`config.mk`:
```
export PLATFORM = sky130hd
export DESIGN_NAME = ascon_perm_sequencer_flat
export DESIGN_NICKNAME = d
export VERILOG_FILES = /design/src/rtl/ascon_perm_sequencer_pkg.sv /design/src/rtl/ascon_perm_sequencer_if.sv /design/src/rtl/ascon_perm_sequencer_round_counter.sv /design/src/rtl/ascon_perm_sequencer.sv /design/src/flat_wrapper.sv
export SDC_FILE = /design/constraint.sdc
export NUM_CORES = 1
export LEC_CHECK = 0
export CAP_MARGIN = 10
export CORE_UTILIZATION = 54
export CTS_CLUSTER_DIAMETER = 200
export CTS_CLUSTER_SIZE = 12
export DETAILED_ROUTE_END_ITERATION = 8
export DONT_BUFFER_PORTS = 1
export HOLD_SLACK_MARGIN = 0.15
export PLACE_DENSITY_LB_ADDON = 0.2
export SYNTH_ARGS = -nofsm -noshare
export SYNTH_HDL_FRONTEND = slang
export SYNTH_SLANG_ARGS = --single-unit
```
`constraint.sdc`:
```
create_clock -name clock_i -period 1.9 [get_ports clock_i]
set_input_delay 0.38 -clock clock_i [delete_from_list [all_inputs] [get_ports clock_i]]
set_output_delay 0.38 -clock clock_i [all_outputs]
set_load 0.01 [all_outputs]
```
`src/rtl/ascon_perm_sequencer_pkg.sv`:
```
// Shared types and constants for the ASCON-128 permutation sequencer.
// Latency: n/a (types only).
// Backpressure: n/a.
package ascon_perm_sequencer_pkg;

    typedef enum logic [2:0] {
        IDLE,
        INIT,
        WAIT_AD,
        AD,
        WAIT_PT,
        PT,
        FINAL,
        DONE
    } type_seq_state;

    localparam logic [3:0] ROUND_LAST    = 4'd11;
    localparam logic [3:0] ROUND_A_START = 4'd0;
    localparam logic [3:0] ROUND_B_START = 4'd6;

    // A permutation of N rounds always finishes on constant index 11.
    function automatic logic [3:0] round_start(input int rounds);
        return 4'(12 - rounds);
    endfunction

endpackage

```
`src/rtl/ascon_perm_sequencer_if.sv`:
```
// Control bundle between the sequencer and its host (start/data handshake, datapath strobes).
// Latency: n/a (wiring only).
// Backpressure: data_valid_i stalls the sequencer in its wait states; ASCON_ABORT_EN adds abort_i.
interface ascon_perm_sequencer_if;
`ifdef ASCON_ABORT_EN
    logic       abort_i;
`endif
    logic       start_i;
    logic       data_valid_i;
    logic       init_o;
    logic       en_reg_state_o;
    logic       en_xor_data_begin_o;
    logic       en_xor_key_begin_o;
    logic       en_xor_key_end_o;
    logic       en_xor_lsb_end_o;
    logic [3:0] round_o;
    logic       en_cipher_o;
    logic       en_tag_o;
    logic       busy_o;
    logic       done_o;

    modport master (
`ifdef ASCON_ABORT_EN
        output abort_i,
`endif
        output start_i, data_valid_i,
        input  init_o, en_reg_state_o, en_xor_data_begin_o, en_xor_key_begin_o,
        input  en_xor_key_end_o, en_xor_lsb_end_o, round_o, en_cipher_o,
        input  en_tag_o, busy_o, done_o
    );

    modport slave (
`ifdef ASCON_ABORT_EN
        input  abort_i,
`endif
        input  start_i, data_valid_i,
        output init_o, en_reg_state_o, en_xor_data_begin_o, en_xor_key_begin_o,
        output en_xor_key_end_o, en_xor_lsb_end_o, round_o, en_cipher_o,
        output en_tag_o, busy_o, done_o
    );
endinterface

```
`src/rtl/ascon_perm_sequencer_round_counter.sv`:
```
// 4-bit round-constant counter: synchronous load of a start index, increment, last flag at 11.
// Latency: load/increment visible one cycle later; last_o is decoded from the register.
// Backpressure: none; holds its value when neither load_i nor inc_i is set.
module ascon_perm_sequencer_round_counter
    import ascon_perm_sequencer_pkg::*;
(
    input  logic       clock_i,
    input  logic       resetb_i,
    input  logic       load_i,
    input  logic [3:0] load_val_i,
    input  logic       inc_i,
    output logic [3:0] cnt_o,
    output logic       last_o
);
    logic [3:0] cnt_d, cnt_q;

    // Load wins over increment so a phase change can restart the count in the same cycle.
    always_comb begin
        cnt_d = cnt_q;
        if (load_i) begin
            cnt_d = load_val_i;
        end else if (inc_i) begin
            cnt_d = cnt_q + 4'd1;
        end
    end

    // Round counter register.
    always_ff @(posedge clock_i or negedge resetb_i) begin
        if (!resetb_i) begin
            cnt_q <= 4'd0;
        end else begin
            cnt_q <= cnt_d;
        end
    end

    assign cnt_o  = cnt_q;
    assign last_o = (cnt_q == ROUND_LAST);
endmodule

```
`src/rtl/ascon_perm_sequencer.sv`:
```
// ASCON-128 encryption phase sequencer: pa init, pb AD, pb plaintext blocks, pa final. Optional ASCON_ABORT_EN adds abort_i.
// Latency: one round per cycle; 54 cycles start->done_o with data_valid_i high and 4 blocks.
// Backpressure: waits in WAIT_AD/WAIT_PT until data_valid_i; start_i ignored while busy.
module ascon_perm_sequencer
    import ascon_perm_sequencer_pkg::*;
#(
    parameter int NB_PT_BLOCKS = 4,
    parameter int ROUNDS_A     = 12,
    parameter int ROUNDS_B     = 6
) (
    input  logic                   clock_i,
    input  logic                   resetb_i,
    ascon_perm_sequencer_if.slave  bus
);
    localparam logic [3:0] RA_START = round_start(ROUNDS_A);
    localparam logic [3:0] RB_START = round_start(ROUNDS_B);
    localparam logic [3:0] BLK_LAST = 4'(NB_PT_BLOCKS - 1);

    type_seq_state state_d, state_q;
    logic [3:0]    blk_d, blk_q;
    logic          rc_load, rc_inc, rc_last;
    logic [3:0]    rc_load_val, rnd;

    ascon_perm_sequencer_round_counter u_round_counter (
        .clock_i    (clock_i),
        .resetb_i   (resetb_i),
        .load_i     (rc_load),
        .load_val_i (rc_load_val),
        .inc_i      (rc_inc),
        .cnt_o      (rnd),
        .last_o     (rc_last)
    );

    // Phase transitions and round/block counter control.
    always_comb begin
        state_d     = state_q;
        blk_d       = blk_q;
        rc_load     = 1'b0;
        rc_load_val = ROUND_A_START;
        rc_inc      = 1'b0;
        unique case (state_q)
            IDLE: begin
                if (bus.start_i) begin
                    state_d     = INIT;
                    rc_load     = 1'b1;
                    rc_load_val = RA_START;
                end
            end
            INIT: begin
                if (rc_last) state_d = WAIT_AD;
                else         rc_inc  = 1'b1;
            end
            WAIT_AD: begin
                if (bus.data_valid_i) begin
                    state_d     = AD;
                    rc_load     = 1'b1;
                    rc_load_val = RB_START;
                end
            end
            AD: begin
                if (rc_last) state_d = WAIT_PT;
                else         rc_inc  = 1'b1;
            end
            WAIT_PT: begin
                // The last plaintext block is absorbed by the finalisation permutation.
                if (bus.data_valid_i) begin
                    rc_load = 1'b1;
                    if (blk_q < BLK_LAST) begin
                        state_d     = PT;
                        rc_load_val = RB_START;
                    end else begin
                        state_d     = FINAL;
                        rc_load_val = RA_START;
                    end
                end
            end
            PT: begin
                if (rc_last) begin
                    state_d = WAIT_PT;
                    blk_d   = blk_q + 4'd1;
                end else begin
                    rc_inc = 1'b1;
                end
            end
            FINAL: begin
                if (rc_last) state_d = DONE;
                else         rc_inc  = 1'b1;
            end
            DONE: begin
                state_d     = IDLE;
                blk_d       = 4'd0;
                rc_load     = 1'b1;
                rc_load_val = ROUND_A_START;
            end
            default: begin
                state_d = IDLE;
                blk_d   = 4'd0;
                rc_load = 1'b1;
            end
        endcase
`ifdef ASCON_ABORT_EN
        // Abort overrides any transition and leaves everything as after reset.
        if (bus.abort_i && (state_q != IDLE)) begin
            state_d     = IDLE;
            blk_d       = 4'd0;
            rc_load     = 1'b1;
            rc_load_val = ROUND_A_START;
            rc_inc      = 1'b0;
        end
`endif
    end

    // State and block counter registers.
    always_ff @(posedge clock_i or negedge resetb_i) begin
        if (!resetb_i) begin
            state_q <= IDLE;
            blk_q   <= 4'd0;
        end else begin
            state_q <= state_d;
            blk_q   <= blk_d;
        end
    end

    // Moore decode of the datapath strobes from state and round index only.
    always_comb begin
        bus.init_o              = 1'b0;
        bus.en_reg_state_o      = 1'b0;
        bus.en_xor_data_begin_o = 1'b0;
        bus.en_xor_key_begin_o  = 1'b0;
        bus.en_xor_key_end_o    = 1'b0;
        bus.en_xor_lsb_end_o    = 1'b0;
        bus.en_cipher_o         = 1'b0;
        bus.en_tag_o            = 1'b0;
        bus.busy_o              = (state_q != IDLE);
        bus.done_o              = (state_q == DONE);
        bus.round_o             = rnd;
        unique case (state_q)
            INIT: begin
                bus.en_reg_state_o   = 1'b1;
                bus.init_o           = (rnd == RA_START);
                bus.en_xor_key_end_o = rc_last;
            end
            AD: begin
                bus.en_reg_state_o      = 1'b1;
                bus.en_xor_data_begin_o = (rnd == RB_START);
                bus.en_xor_lsb_end_o    = rc_last;
            end
            PT: begin
                bus.en_reg_state_o      = 1'b1;
                bus.en_xor_data_begin_o = (rnd == RB_START);
                bus.en_cipher_o         = (rnd == RB_START);
            end
            FINAL: begin
                bus.en_reg_state_o      = 1'b1;
                bus.en_xor_data_begin_o = (rnd == RA_START);
                bus.en_cipher_o         = (rnd == RA_START);
                bus.en_xor_key_begin_o  = (rnd == RA_START);
                bus.en_xor_key_end_o    = rc_last;
                bus.en_tag_o            = rc_last;
            end
            default: ;
        endcase
    end
endmodule

```
`src/flat_wrapper.sv`:
```
// flat-port wrapper written by rule: the top's interface ports become plain ports
module ascon_perm_sequencer_flat import ascon_perm_sequencer_pkg::*;
#(
    parameter int NB_PT_BLOCKS = 4,
    parameter int ROUNDS_A     = 12,
    parameter int ROUNDS_B     = 6
)
  (clock_i, resetb_i, bus_start_i, bus_data_valid_i, bus_init_o, bus_en_reg_state_o, bus_en_xor_data_begin_o, bus_en_xor_key_begin_o, bus_en_xor_key_end_o, bus_en_xor_lsb_end_o, bus_round_o, bus_en_cipher_o, bus_en_tag_o, bus_busy_o, bus_done_o);
  ascon_perm_sequencer_if bus_i ();
  input  logic clock_i;
  input  logic resetb_i;
  input wire logic [$bits(bus_i.start_i)-1:0] bus_start_i;
  input wire logic [$bits(bus_i.data_valid_i)-1:0] bus_data_valid_i;
  output wire logic [$bits(bus_i.init_o)-1:0] bus_init_o;
  output wire logic [$bits(bus_i.en_reg_state_o)-1:0] bus_en_reg_state_o;
  output wire logic [$bits(bus_i.en_xor_data_begin_o)-1:0] bus_en_xor_data_begin_o;
  output wire logic [$bits(bus_i.en_xor_key_begin_o)-1:0] bus_en_xor_key_begin_o;
  output wire logic [$bits(bus_i.en_xor_key_end_o)-1:0] bus_en_xor_key_end_o;
  output wire logic [$bits(bus_i.en_xor_lsb_end_o)-1:0] bus_en_xor_lsb_end_o;
  output wire logic [$bits(bus_i.round_o)-1:0] bus_round_o;
  output wire logic [$bits(bus_i.en_cipher_o)-1:0] bus_en_cipher_o;
  output wire logic [$bits(bus_i.en_tag_o)-1:0] bus_en_tag_o;
  output wire logic [$bits(bus_i.busy_o)-1:0] bus_busy_o;
  output wire logic [$bits(bus_i.done_o)-1:0] bus_done_o;
  assign bus_i.start_i = bus_start_i;
  assign bus_i.data_valid_i = bus_data_valid_i;
  assign bus_init_o = bus_i.init_o;
  assign bus_en_reg_state_o = bus_i.en_reg_state_o;
  assign bus_en_xor_data_begin_o = bus_i.en_xor_data_begin_o;
  assign bus_en_xor_key_begin_o = bus_i.en_xor_key_begin_o;
  assign bus_en_xor_key_end_o = bus_i.en_xor_key_end_o;
  assign bus_en_xor_lsb_end_o = bus_i.en_xor_lsb_end_o;
  assign bus_round_o = bus_i.round_o;
  assign bus_en_cipher_o = bus_i.en_cipher_o;
  assign bus_en_tag_o = bus_i.en_tag_o;
  assign bus_busy_o = bus_i.busy_o;
  assign bus_done_o = bus_i.done_o;
  ascon_perm_sequencer #(.NB_PT_BLOCKS(NB_PT_BLOCKS), .ROUNDS_A(ROUNDS_A), .ROUNDS_B(ROUNDS_B)) u_core (.clock_i(clock_i), .resetb_i(resetb_i), .bus(bus_i));
endmodule
```
After elaboration in Yosys (flattened, before gate mapping). Cells that the tools add are included.

Register bits: 11. Output and inout port bits: 14. Word-level logic and storage cells: 62.

$add $sub $neg: 2. Order comparisons: 1. Equal/unequal tests: 16. Muxes and demuxes: 29. Reductions and logical operators: 11.

Operators by type and width (count): $mux W3 (8); $pmux W3 S7 (1); $mux W4 (4); $pmux W4 S2 (2); $eq A3 B3 Y1 const B (4); $mux W1 (10); $add A4 B1 Y4 const B (2); $ne A2 B1 Y1 const B (4); $eq A3 B2 Y1 const B (2); $ne A2 B2 Y1 const B (3); $reduce_and A6 Y1 (1); $reduce_or A2 Y1 (3); $eq A4 B3 Y1 const B (1); $eq A4 B4 Y1 const B (1); $logic_not A4 Y1 (1); $lt A4 B2 Y1 const B (1); $pmux W1 S2 (2); $reduce_bool A2 Y1 (2); $reduce_or A4 Y1 (1); $eq A3 B1 Y1 const B (1); $logic_not A3 Y1 (1); $pmux W1 S3 (1); $reduce_bool A3 Y1 (1); $mux W2 (1); $reduce_and A2 Y1 (1).

Longest topological paths before layout. Gate-level depths: netlist of the first run.

Depth after elaboration: 5. Gate-level depth with buffers: 5.

Cells and area by module. Synthesis of the first run repeated with hierarchy kept, for this count alone.

Cells, all modules: 98. Area, all modules: 834.6 µm².

By module, submodules not included: ascon_perm_sequencer (times used 1, cells each 78, area an instance 624.3 µm², sequential area each 175.2 µm²); ascon_perm_sequencer_round_counter (times used 1, cells each 20, area an instance 210.2 µm², sequential area each 100.1 µm²).

Worst setup path before layout of the first run. No wires, ideal clock.

Path kind: flip-flop to output port. From: register u_core.u_round_counter.cnt_q[1] (netlist: u_core.u_round_counter.cnt_o[1]). To: output bus_en_xor_lsb_end_o. Arrival: 1.253 ns. Data required time: 1.520 ns. Slack: 0.267 ns. Cell stages (with the launch flop): 4. Path buffers: 0. Cells stage by stage: dfrtp_1 > ha_1 > nand3b_1 > nor3_1.

Word-level cells in the longest chain between the ends: 2.

Ends and longest elaborated chain: start, declared (line ascon_perm_sequencer_round_counter.sv:15) `logic [3:0] cnt_d, cnt_q;`; start signal, assigned (line ascon_perm_sequencer_round_counter.sv:32) `cnt_q <= cnt_d;`; $eq A4 B4 Y1 (line ascon_perm_sequencer_round_counter.sv:37) `assign last_o = (cnt_q == ROUND_LAST);`; $mux W1 (line ascon_perm_sequencer.sv:137) `unique case (state_q)`; end, declared (line flat_wrapper.sv:19) `output wire logic [$bits(bus_i.en_xor_lsb_end_o)-1:0] bus_en_xor_lsb_end_o;`.

No other way between the ends.

Final worst setup path of the first run.
From: register u_core.u_round_counter.cnt_q[0] (netlist: u_core.u_round_counter.cnt_o[0]). To: output bus_en_tag_o.

Word-level cells in the longest chain between the ends: 2.

Ends and longest elaborated chain: $eq A4 B4 Y1 (line ascon_perm_sequencer_round_counter.sv:37); $mux W1 (line ascon_perm_sequencer.sv:137); end, declared (line flat_wrapper.sv:22) `output wire logic [$bits(bus_i.en_tag_o)-1:0] bus_en_tag_o;`.

No other way between the ends.

==> results of run 1 <==
cells by family (layout without fill, tap and decap cells):
family,Yosys count,after routing,share of synthesized area (%)
AOI/OAI and AO/OA,25,25,21.2
muxes,3,3,3.69
xor gates and xnor gates,2,2,2.15
DFF,11,11,33.8
and+or+nand+nor,40,40,27.1
adders and majority gates,4,4,6.15
buffers and inverters,9,14,5.85
layout make-up:
cell class	instances	area (um2)	area share [%]
clock buffer	4	26.3	3.00
inverter	5	18.8	2.14
sequential	11	277	31.5
tap	15	18.8	2.14
multi-input combinational	74	497	56.6
timing repair buffer	5	40.0	4.56
worst max-delay path by stage:
stage                                          from  depth (start not counted)                               to  slack, ns
global route        u_core.u_round_counter.cnt_o[0]                          3             bus_en_xor_lsb_end_o     -0.005
floorplan           u_core.u_round_counter.cnt_o[1]                          3             bus_en_xor_lsb_end_o       0.27
detailed placement                  u_core.blk_q[0]                          5  u_core.u_round_counter.cnt_o[2]       0.25
CTS                 u_core.u_round_counter.cnt_o[0]                          3             bus_en_xor_lsb_end_o     0.0005
global placement                  u_core.state_q[0]                          2               bus_en_reg_state_o       0.31
finish              u_core.u_round_counter.cnt_o[0]                          3                     bus_en_tag_o        0.1
cells in the final DEF, fill, tap and decap left out, types with 2 or more instances in the layout:
master / n
a21oi_1: 4
a22oi_1: 2
buf_4: 4
clkbuf_4: 3
dfrtp_1: 10
ha_1: 4
inv_1: 5
mux2i_1: 3
nand2_1: 8
nand2b_1: 2
nand3_1: 2
nand3b_1: 2
nor2_1: 9
nor3_1: 2
nor3b_1: 3
o21ai_0: 5
o21ai_1: 3
o21bai_1: 2
o22ai_1: 2
stage by stage:
stage / TNS (ns) / area [um2] / util [%]
global route: -0.00498 / 877 / 65.0
global placement: 0 / 833 / 61.7
floorplan: 0 / 813 / -
detailed placement: 0 / 833 / 61.7
CTS: 0 / 870 / 64.4
finish: 0 / 877 / 65.0
flip-flops by register name, indices dropped and copies added, names as in the netlist:
signal                        flops
u_core.state_q                    3
u_core.u_round_counter.cnt_o      4
u_core.blk_q                      4
what timing repair did:
item | 4_1_cts | 5_1_grt
hold buffers | 1 | 0
endpoints found under the hold margin | 11 | 0
gates resized for setup | 0 | 5
endpoints found under the setup margin | 0 | 7
where the power goes:
part | internal [W] | switching [W] | leakage (nW)
sequential | 0.000323 | 0.000140 | 0.128
clock | 0.0000813 | 0.0000815 | 0.0150
combinational | 0.000310 | 0.000384 | 0.266
worst max-delay path, cell delays in order (launching register included):
cell	delay, ns
dfrtp_1	0.45
ha_1	0.26
and3b_1	0.24
and2_1	0.21
metal layers:
| layer | up-vias | part of all wire [%] |
|---|---|---|
| met5 | - | 0 |
| met4 | 0 | 0.82 |
| met3 | 2 | 3.7 |
| met2 | 16 | 46 |
| met1 | 333 | 50 |
| li1 | 352 | - |
==> out/metrics.csv, run 1 <==
stage,metric,value,unit
synthesis,synth_flop_cell,dfrtp_1,
hold_path,whs_path_depth,2,
synthesis,synthCells,94,
route,viasPerCell,6.17,
place,dp_cells,109,
synthesis,yosysWarnings,0,
finish,diodes,0,
critical_path,rr_startpoint,u_core.blk_q[0],
global_route,grt_pass1_vias,587,
synthesis,yosysSeqAreaShare,33.8,%
critical_path,crit_fanout,4,
power_and_ir_drop,p_total,0.00132,W
clocking,postCtsSetupBuffers,0,
critical_path,arrival,1.42,ns
place,dp_slack,0.250,ns
global_route,busiest_layer,met2,
clocking,cts_buffers,3,
route,wire_per_inst,14.9,um
clocking,cts-root-buf,clkbuf_4,
critical_path,cp.required,1.52,ns
finish,fin_nets,108,
floorplanning,rows,13,
clocking,cts_buffer_depth,2,
floorplanning,die_w,40.8,um
power_and_ir_drop,p_per_area,1510,mW/mm2
sta,fin_crit,1.80,ns
sta,holdWs,0.312,ns
critical_path,end_kind,output pin,
synthesis,synth_edf_count,0,
finish,fillers,126,
clocking,cts.sinks,11,
power_and_ir_drop,peakVddDrop,0.894,mV
place,hpwl,1280,um
route,vias,703,
sta,relSlewSlack,66.1,%
synthesis,synth_area_leaders,"dfrtp_1 (34%), ha_1 (6.2%), o21ai_0 (4.3%)",
route,drt_iter0_drc,14,
sta,worst_slack,0.0951,ns
sta,finalSetupViolations,0,
synthesis,postSynth.asyncResetShare,100,%
global_route,gr-usage-met3,7.07,%
clocking,clk_latency,0.27,ns
floorplanning,ioPinCount,18,
synthesis,synth_cell_types,39,
synthesis,synth_top_area_share,33.8,%
route,ant_nets,0,
global_route,grt_use_met1,31.7,%
clocking,clkTransAtPathRegs,0.07,ns
synthesis,synth-seq-cells,11,
finish,instances_no_fill,114,
critical_path,rr_endpoint,u_core.u_round_counter.cnt_o[2],
critical_path,rrSetupSlack,0.22,ns
place,port_buffers,0,
critical_path,worstRegToRegCells,5,
synthesis,synth_top_area_cell,dfrtp_1,
floorplanning,dieArea,0.00167,mm2
power_and_ir_drop,p_leak,0.409,nW
hold_path,hold_path_startpoint,bus_data_valid_i,
finish,syn2layout_area_growth,7.85,%
global_route,grtUsageTotal,24.4,%
sta,fin_worst_skew,0.000375,ns
sta,hold_viol,0,
sta,period_share,95.0,%
global_route,use_met2,36.3,%
critical_path,cp-start-kind,register,
clocking,cts_tree,done,
global_route,grt_pass1_wl,2580,um
synthesis,syn_area,813,um2
global_route,antenna_found_initial,0,
hold_path,min_to,u_core.u_round_counter.cnt_o[2],
route,drc_errors,0,
floorplanning,initial_utilization,60.2,%
route,dr.pass1.iters,4,
finish,layout-drive-gt1-share,12.1,%
clocking,htree_levels,1,
floorplanning,die_h,40.8,um
place,gp_congestion,0.812,
synthesis,yosys.cell_count.top_type,dfrtp_1,
synthesis,synth_common_cells,"dfrtp_1 (11), nor2_1 (9), nand2_1 (8), o21ai_0 (7), inv_1 (5)",
route,routed_wl,1700,um
global_route,grt_max_degree,17,
synthesis,avgSynthCellArea,8.65,um2
global_route,grt_overflow,0,
floorplanning,core_region_area,0.00135,mm2
sta,slew_violations,0,
run_status,run_status,completed,
sta,fmax,0.554,GHz
critical_path,path_class,reg -> out,
synthesis,syn_nets,102,
hold_path,hold_path_class,in -> reg,
flow_run,max_cap_viol_count,0,
sta,tightest_slew,0.507,ns
(Power assumes the default switching activity.)
==> inputs of run 2 (changes only) <==
--- a/config.mk
+++ b/config.mk
@@ -13,6 +13,7 @@
 export DONT_BUFFER_PORTS = 1
 export HOLD_SLACK_MARGIN = 0.15
 export PLACE_DENSITY_LB_ADDON = 0.2
+export REMOVE_ABC_BUFFERS = 1
 export SYNTH_ARGS = -nofsm -noshare
 export SYNTH_HDL_FRONTEND = slang
 export SYNTH_SLANG_ARGS = --single-unit
==> out/metrics.csv, run 2 (synthesis results as in run 1) <==
stage,metric,value,unit,change
run_status,run_status,completed,,
floorplanning,die_h,40.8,um,unchanged
sta,tightest_slew,0.522,ns,+0.0147 ns
clocking,cts_buffers,3,,unchanged
sta,tns,0,ns,unchanged
place,gp_congestion,0.861,,+6.0%
global_route,grtUsageTotal,23.7,%,-0.73 points
clocking,cts-root-buf,clkbuf_4,,
sta,relSlewSlack,65.1,%,-0.98 points
finish,syn2layout_area_growth,9.08,%,
finish,layout_common_cells,"nor2_1 (9), nand2_1 (8), dfrtp_1 (8)",,
finish,diodes,0,,unchanged
sta,holdWs,0.333,ns,+0.0216 ns
floorplanning,core_region_area,0.00135,mm2,unchanged
sta,fin_crit,1.79,ns,-0.0129 ns
global_route,grt_pass1_vias,587,,unchanged
route,wl_met1,864,um,+2.0%
route,routed.top_layer,met3,,
global_route,antenna_found_initial,0,,unchanged
sta,rsz0062_at_grt,no,,
critical_path,crit_fanout,4,,unchanged
global_route,grt_overflow,0,,unchanged
finish,fin_nets,109,,+0.93%
floorplanning,die_w,40.8,um,unchanged
finish,final_core_util,65.7,%,+0.74 points
route,ant_nets,0,,unchanged
clocking,cts.sinks,11,,unchanged
place,hpwl,1180,um,-7.8%
clocking,clkTransAtPathRegs,0.07,ns,about the same
global_route,grt_pass1_wl,2600,um,+0.81%
sta,hold_viol,0,,unchanged
sta,period_share,94.3,%,-0.68 points
route,vias,714,,+1.6%
sta,finalSetupViolations,0,,unchanged
route,wire_per_inst,15.3,um,+2.5%
place,port_buffers,0,,unchanged
route,drt_iter0_drc,14,,unchanged
floorplanning,initial_utilization,60.2,%,unchanged
route,met2_length,782,um,+1.2%
route,wl_met3,108,um,+71%
clocking,cts_buffer_depth,2,,unchanged
critical_path,end_kind,output pin,,
sta,fin_worst_skew,0.00143,ns,+0.00105 ns
critical_path,cp-start-kind,register,,
clocking,cts_tree,done,,
flow_run,max_cap_viol_count,0,,unchanged
route,viasPerCell,6.21,,+0.68%
route,dr.pass1.iters,4,,unchanged
finish,final_common_cell,nor2_1,,
clocking,clk_latency,0.26,ns,about the same
hold_path,hold_path_class,in -> reg,,
clocking,htree_levels,1,,unchanged
power_and_ir_drop,p_leak,0.411,nW,+0.38%
floorplanning,rows,13,,unchanged
power_and_ir_drop,p_per_area,1520,mW/mm2,+1.0%
power_and_ir_drop,peakVddDrop,0.904,mV,+1.2%
critical_path,cp.required,1.52,ns,about the same
floorplanning,ioPinCount,18,,unchanged
finish,fillers,124,,-1.6%
power_and_ir_drop,p_total,0.00135,W,+2.2%
sta,slew_violations,0,,unchanged
floorplanning,dieArea,0.00167,mm2,unchanged
route,routed_wl,1760,um,+3.4%
critical_path,arrival,1.41,ns,about the same
sta,fmax,0.558,GHz,+0.72%
finish,layout-drive-gt1-share,15.0,%,+2.9 points
route,drc_errors,0,,unchanged
global_route,grt_max_degree,19,,+2
critical_path,path_class,reg -> out,,
==> run 2: cell count changes in the layout (fill, tap and decap cells not counted) <==
cell,before,now
dfrtp_2,1,3
a21boi_1,0,1
a21boi_0,1,0
buf_4,4,5
dfrtp_1,10,8
==> run 2: layout make-up <==
cell class | instances | area (um2) | share of cell area (%)
tap | 15 | 18.8 | 2.12
multi-input combinational | 74 | 497 | 56.0
sequential | 11 | 279 | 31.5
timing repair buffer | 6 | 47.5 | 5.36
clock buffer | 4 | 26.3 | 2.96
inverter | 5 | 18.8 | 2.12
==> run 2: layer usage <==
| layer | global-route usage (%) | vias to the layer above |
|---|---|---|
| li1 | - | 348 |
| met4 | 1.67 | 0 |
| met1 | 31.8 | 346 |
| met2 | 35.2 | 20 |
| met5 | 0 | - |
| met3 | 12.0 | 0 |
==> run 2: critical path: stages, from the launching register on <==
cell,delay [ns]
dfrtp_1,0.44
ha_1,0.27
and3b_1,0.23
and2_1,0.21
==> run 2: worst paths after layout <==
kind | from | end | slack, ns | cells past startpoint
worst max-delay path | u_core.u_round_counter.cnt_o[0] | bus_en_tag_o | 0.11 | 3
worst min-delay path | bus_data_valid_i | u_core.u_round_counter.cnt_o[2] | 0.33 | 2
worst max register to register | u_core.blk_q[0] | u_core.u_round_counter.cnt_o[2] | 0.21 | 5
worst min register to register | u_core.blk_q[3] | u_core.blk_q[3] | 0.55 | 2
max in group asynchronous | resetb_i | u_core.state_q[0] | 1.00 | 1
min in group asynchronous | resetb_i | u_core.u_round_counter.cnt_o[2] | 0.52 | 1
==> run 2: through the flow <==
stage	instances	setup slack [ns]	area, um2
final	115	0.108	887
after detailed placement	107	0.188	818
after floorplan	90	0.267	785
after global placement	107	0.202	818
after global routing	115	0.00573	887
after CTS	112	0.0219	863
==> run 2: what timing repair did <==
item	4_1_cts	5_1_grt
endpoints found under the hold margin	11	0
endpoints found under the setup margin	6	3
resized for setup	4	4
hold buffers	1	0
pin swaps	0	0
buffers inserted	0	3
==> run 2: where the power goes <==
group,total [W],internal (W),leakage (nW),switching [W]
clock,0.000156,0.0000813,0.0150,0.0000744
combinational,0.000687,0.000328,0.271,0.000358
sequential,0.000507,0.000326,0.125,0.000181
==> inputs of run 3 (changes only) <==
--- a/config.mk
+++ b/config.mk
@@ -5,6 +5,7 @@
 export SDC_FILE = /design/constraint.sdc
 export NUM_CORES = 1
 export LEC_CHECK = 0
+export ABC_AREA = 1
 export CAP_MARGIN = 10
 export CORE_UTILIZATION = 54
 export CTS_CLUSTER_DIAMETER = 200
==> out/metrics.csv, run 3 <==
stage,metric,value,unit,change
run_status,run_status,"finished, violations left",,
run_status,violations,DRC,,
finish,layout_common_cells,"nand2_1 (31), nand3_1 (23), inv_1 (14)",,
sta,fmax,0.548,GHz,-1.8%
power_and_ir_drop,combPwrFrac,57.1,%,+6.2 points
clocking,cts_tree,done,,
critical_path,cpMostUsedCell,inv_1,,
synthesis,yosysWarnings,0,,unchanged
sta,relSlewSlack,62.7,%,-2.4 points
clocking,htree_levels,1,,unchanged
global_route,grt_pass1_wl,3330,um,+28%
global_route,grt_max_degree,12,,-7
synthesis,synth_area_leaders,"dfrtp_1 (30%), nand2_1 (13%), nand3_1 (12%)",,
finish,layout-drive-gt1-share,20.9,%,+5.9 points
sta,tns,0,ns,unchanged
floorplanning,core_region_area,0.00156,mm2,+15%
critical_path,path_class,reg -> out,,
synthesis,yosys.cell_count.top_type,nand2_1,,
floorplanning,die_h,43.4,um,+6.2%
sta,holdWs,0.325,ns,-0.00825 ns
critical_path,crit_slowest_cell,dfrtp_2,,
power_and_ir_drop,pwr-share-seq,32.1,%,-5.5 points
critical_path,worst-path-buf-inv,2,,+2
clocking,cts_buffer_depth,2,,unchanged
sta,period_share,96.0,%,+1.7 points
route,drt_iter0_drc,35,,+21
clocking,cts.sinks,11,,unchanged
synthesis,yosysSeqAreaShare,29.8,%,-4.0 points
power_and_ir_drop,p_sw_share,54.2,%,+8.7 points
finish,final_core_util,62.2,%,-3.5 points
route,ant_nets,0,,unchanged
sta,hold_viol,0,,unchanged
power_and_ir_drop,peakVddDrop,0.688,mV,-24%
place,hpwl,1450,um,+23%
hold_path,hold_path_class,in -> reg,,
place,gp_congestion,0.799,,-7.2%
critical_path,cpPeakStageDelay,0.45,ns,about the same
critical_path,cp_cell_sequence,"inv_1, ha_1, nand3_1, nor2_1, inv_1, o21ai_0",,
synthesis,postSynth.asyncResetShare,100,%,unchanged
clocking,cts_buffers,3,,unchanged
floorplanning,rows,14,,+1
floorplanning,initial_utilization,59.2,%,-1.0 points
finish,fin_nets,138,,+27%
route,viasPerCell,5.71,,-8.0%
route,wire_per_inst,13.5,um,-12%
floorplanning,ioPinCount,18,,unchanged
synthesis,synth_flop_cell,dfrtp_1,,
synthesis,avgSynthCellArea,7.39,um2,-15%
route,routed_wl,1950,um,+11%
synthesis,synth_top_area_cell,dfrtp_1,,
power_and_ir_drop,p_leak,0.490,nW,+19%
finish,syn2layout_area_growth,5.01,%,
clocking,clk_latency,0.27,ns,about the same
synthesis,synth_common_cells,"nand2_1 (31), nand3_1 (23), inv_1 (14), dfrtp_1 (11), nor2_1 (6)",,
floorplanning,dieArea,0.00188,mm2,+13%
global_route,antenna_found_initial,0,,unchanged
place,port_buffers,0,,unchanged
finish,final_common_cell,nand2_1,,
flow_run,max_cap_viol_count,0,,unchanged
route,dr.pass1.iters,6,,+2
power_and_ir_drop,power.internal,0.000681,W,-7.4%
global_route,grtUsageTotal,24.4,%,+0.74 points
synthesis,synthCells,125,,+33%
sta,rsz0062_at_grt,yes,,
synthesis,synth-seq-cells,11,,unchanged
sta,finalSetupViolations,0,,unchanged
sta,tightest_slew,0.558,ns,+0.0358 ns
global_route,grt_pass1_vias,743,,+27%
synthesis,synth_edf_count,0,,unchanged
floorplanning,die_w,43.4,um,+6.2%
synthesis,synth_top_area_share,29.8,%,-4.0 points
route,vias,828,,+16%
synthesis,syn_area,923,um2,+14%
sta,fin_crit,1.82,ns,+0.0329 ns
sta,fin_worst_skew,0.00530,ns,+0.00387 ns
route,drc_errors,4,,+4
clocking,clkTransAtPathRegs,0.07,ns,about the same
power_and_ir_drop,p_per_area,1530,mW/mm2,+0.74%
synthesis,synth_cell_types,23,,-41%
critical_path,crit_family,flip-flops,,
critical_path,cp.required,1.52,ns,about the same
power_and_ir_drop,p_clk_share,10.8,%,-0.7 points
sta,slew_violations,0,,unchanged
critical_path,cp-start-kind,register,,
power_and_ir_drop,switchingPower,0.000805,W,+31%
global_route,grt_overflow,0,,unchanged
critical_path,crit_fanout,5,,+1
critical_path,arrival,1.44,ns,+0.03 ns
clocking,cts-root-buf,clkbuf_4,,
critical_path,end_kind,output pin,,
finish,diodes,0,,unchanged
## run 3: changes by cell type in the layout (fill, tap and decap cells not counted), sizes merged, moves of 3 or more
| cell | change |
|---|---|
| buf | -4 |
| inv | +13 |
| mux2i | -3 |
| nand2 | +29 |
| nand3 | +24 |
| nor3b | -3 |
| o21ai | -3 |
## run 3: worst paths after layout
path / slack, ns / cells past startpoint / to / startpoint
min reg2reg: 0.53 / 1 / u_core.blk_q[0] / u_core.blk_q[0]
min: 0.32 / 3 / u_core.u_round_counter.cnt_o[0] / bus_data_valid_i
max: 0.08 / 6 / bus_en_cipher_o / u_core.u_round_counter.cnt_o[0]
max reg2reg: 0.48 / 8 / u_core.u_round_counter.cnt_o[1] / u_core.state_q[1]
max in group asynchronous: 0.96 / 1 / u_core.state_q[0] / resetb_i
min in group asynchronous: 0.54 / 1 / u_core.u_round_counter.cnt_o[3] / resetb_i
## run 3: cells by family after synthesis
| logic type | Yosys count | share of synthesized area (%) |
|---|---|---|
| compound gates | 10 | 8.13 |
| xor+xnor | 2 | 1.90 |
| flops | 11 | 29.8 |
| simple gates | 77 | 44.4 |
| buf+inv | 21 | 10.3 |
| fa+ha+maj | 4 | 5.42 |
## run 3: what timing repair did
action	4_1_cts	5_1_grt
hold buffers	1	0
hold endpoints to repair	11	0
resized for setup	1	4
cloned	0	0
setup endpoints to repair	1	3
setup buffers	0	0
## run 3: worst register-to-register path: stages, from the launching register on
cell and delay, ns:
dfrtp_1 0.46, inv_2 0.16, nor2_4 0.05, nand2_1 0.10, nand2_2 0.11, a21oi_4 0.24
nand2_2 0.08, nand2_1 0.08, nand2_1 0.05
## run 3: layer usage
metal | part of all wire, % | up-vias | track usage, %
li1 | - | 417 | -
met1 | 46 | 375 | 33.3
met2 | 46 | 34 | 39.1
met3 | 7.0 | 2 | 3.75
met4 | 0.67 | 0 | 9.38
met5 | 0 | - | 0
## run 3: area by class of cell
class,instances,area (um2)
fill,159,589
multi-input combinational,93,553
sequential,11,280
inverter,19,72.6
clock buffer,4,26.3
tap,16,20.0
timing repair buffer,2,17.5
## run 3: power by group through the flow
| stage | registers (W) | logic, W | clock network (W) |
|---|---|---|---|
| 2_1_floorplan | 0.000441 | 0.000694 | 0 |
| 3_3_place_gp | 0.000463 | 0.000809 | 0 |
| 3_5_place_dp | 0.000471 | 0.000827 | 0 |
| 4_1_cts | 0.000472 | 0.000842 | 0.000166 |
| 5_1_grt | 0.000497 | 0.000952 | 0.000177 |
| 6_report | 0.000478 | 0.000849 | 0.000160 |
## run 3: per-stage QoR
step	instances	instance area, um2	power, W	setup WS, ns
after floorplan	123	901	0.00113	0.326
after global placement	140	928	0.00127	0.361
after detailed placement	140	928	0.00130	0.290
after CTS	145	966	0.00148	0.0236
after global routing	145	970	0.00163	-0.0164
final	145	970	0.00149	0.0752
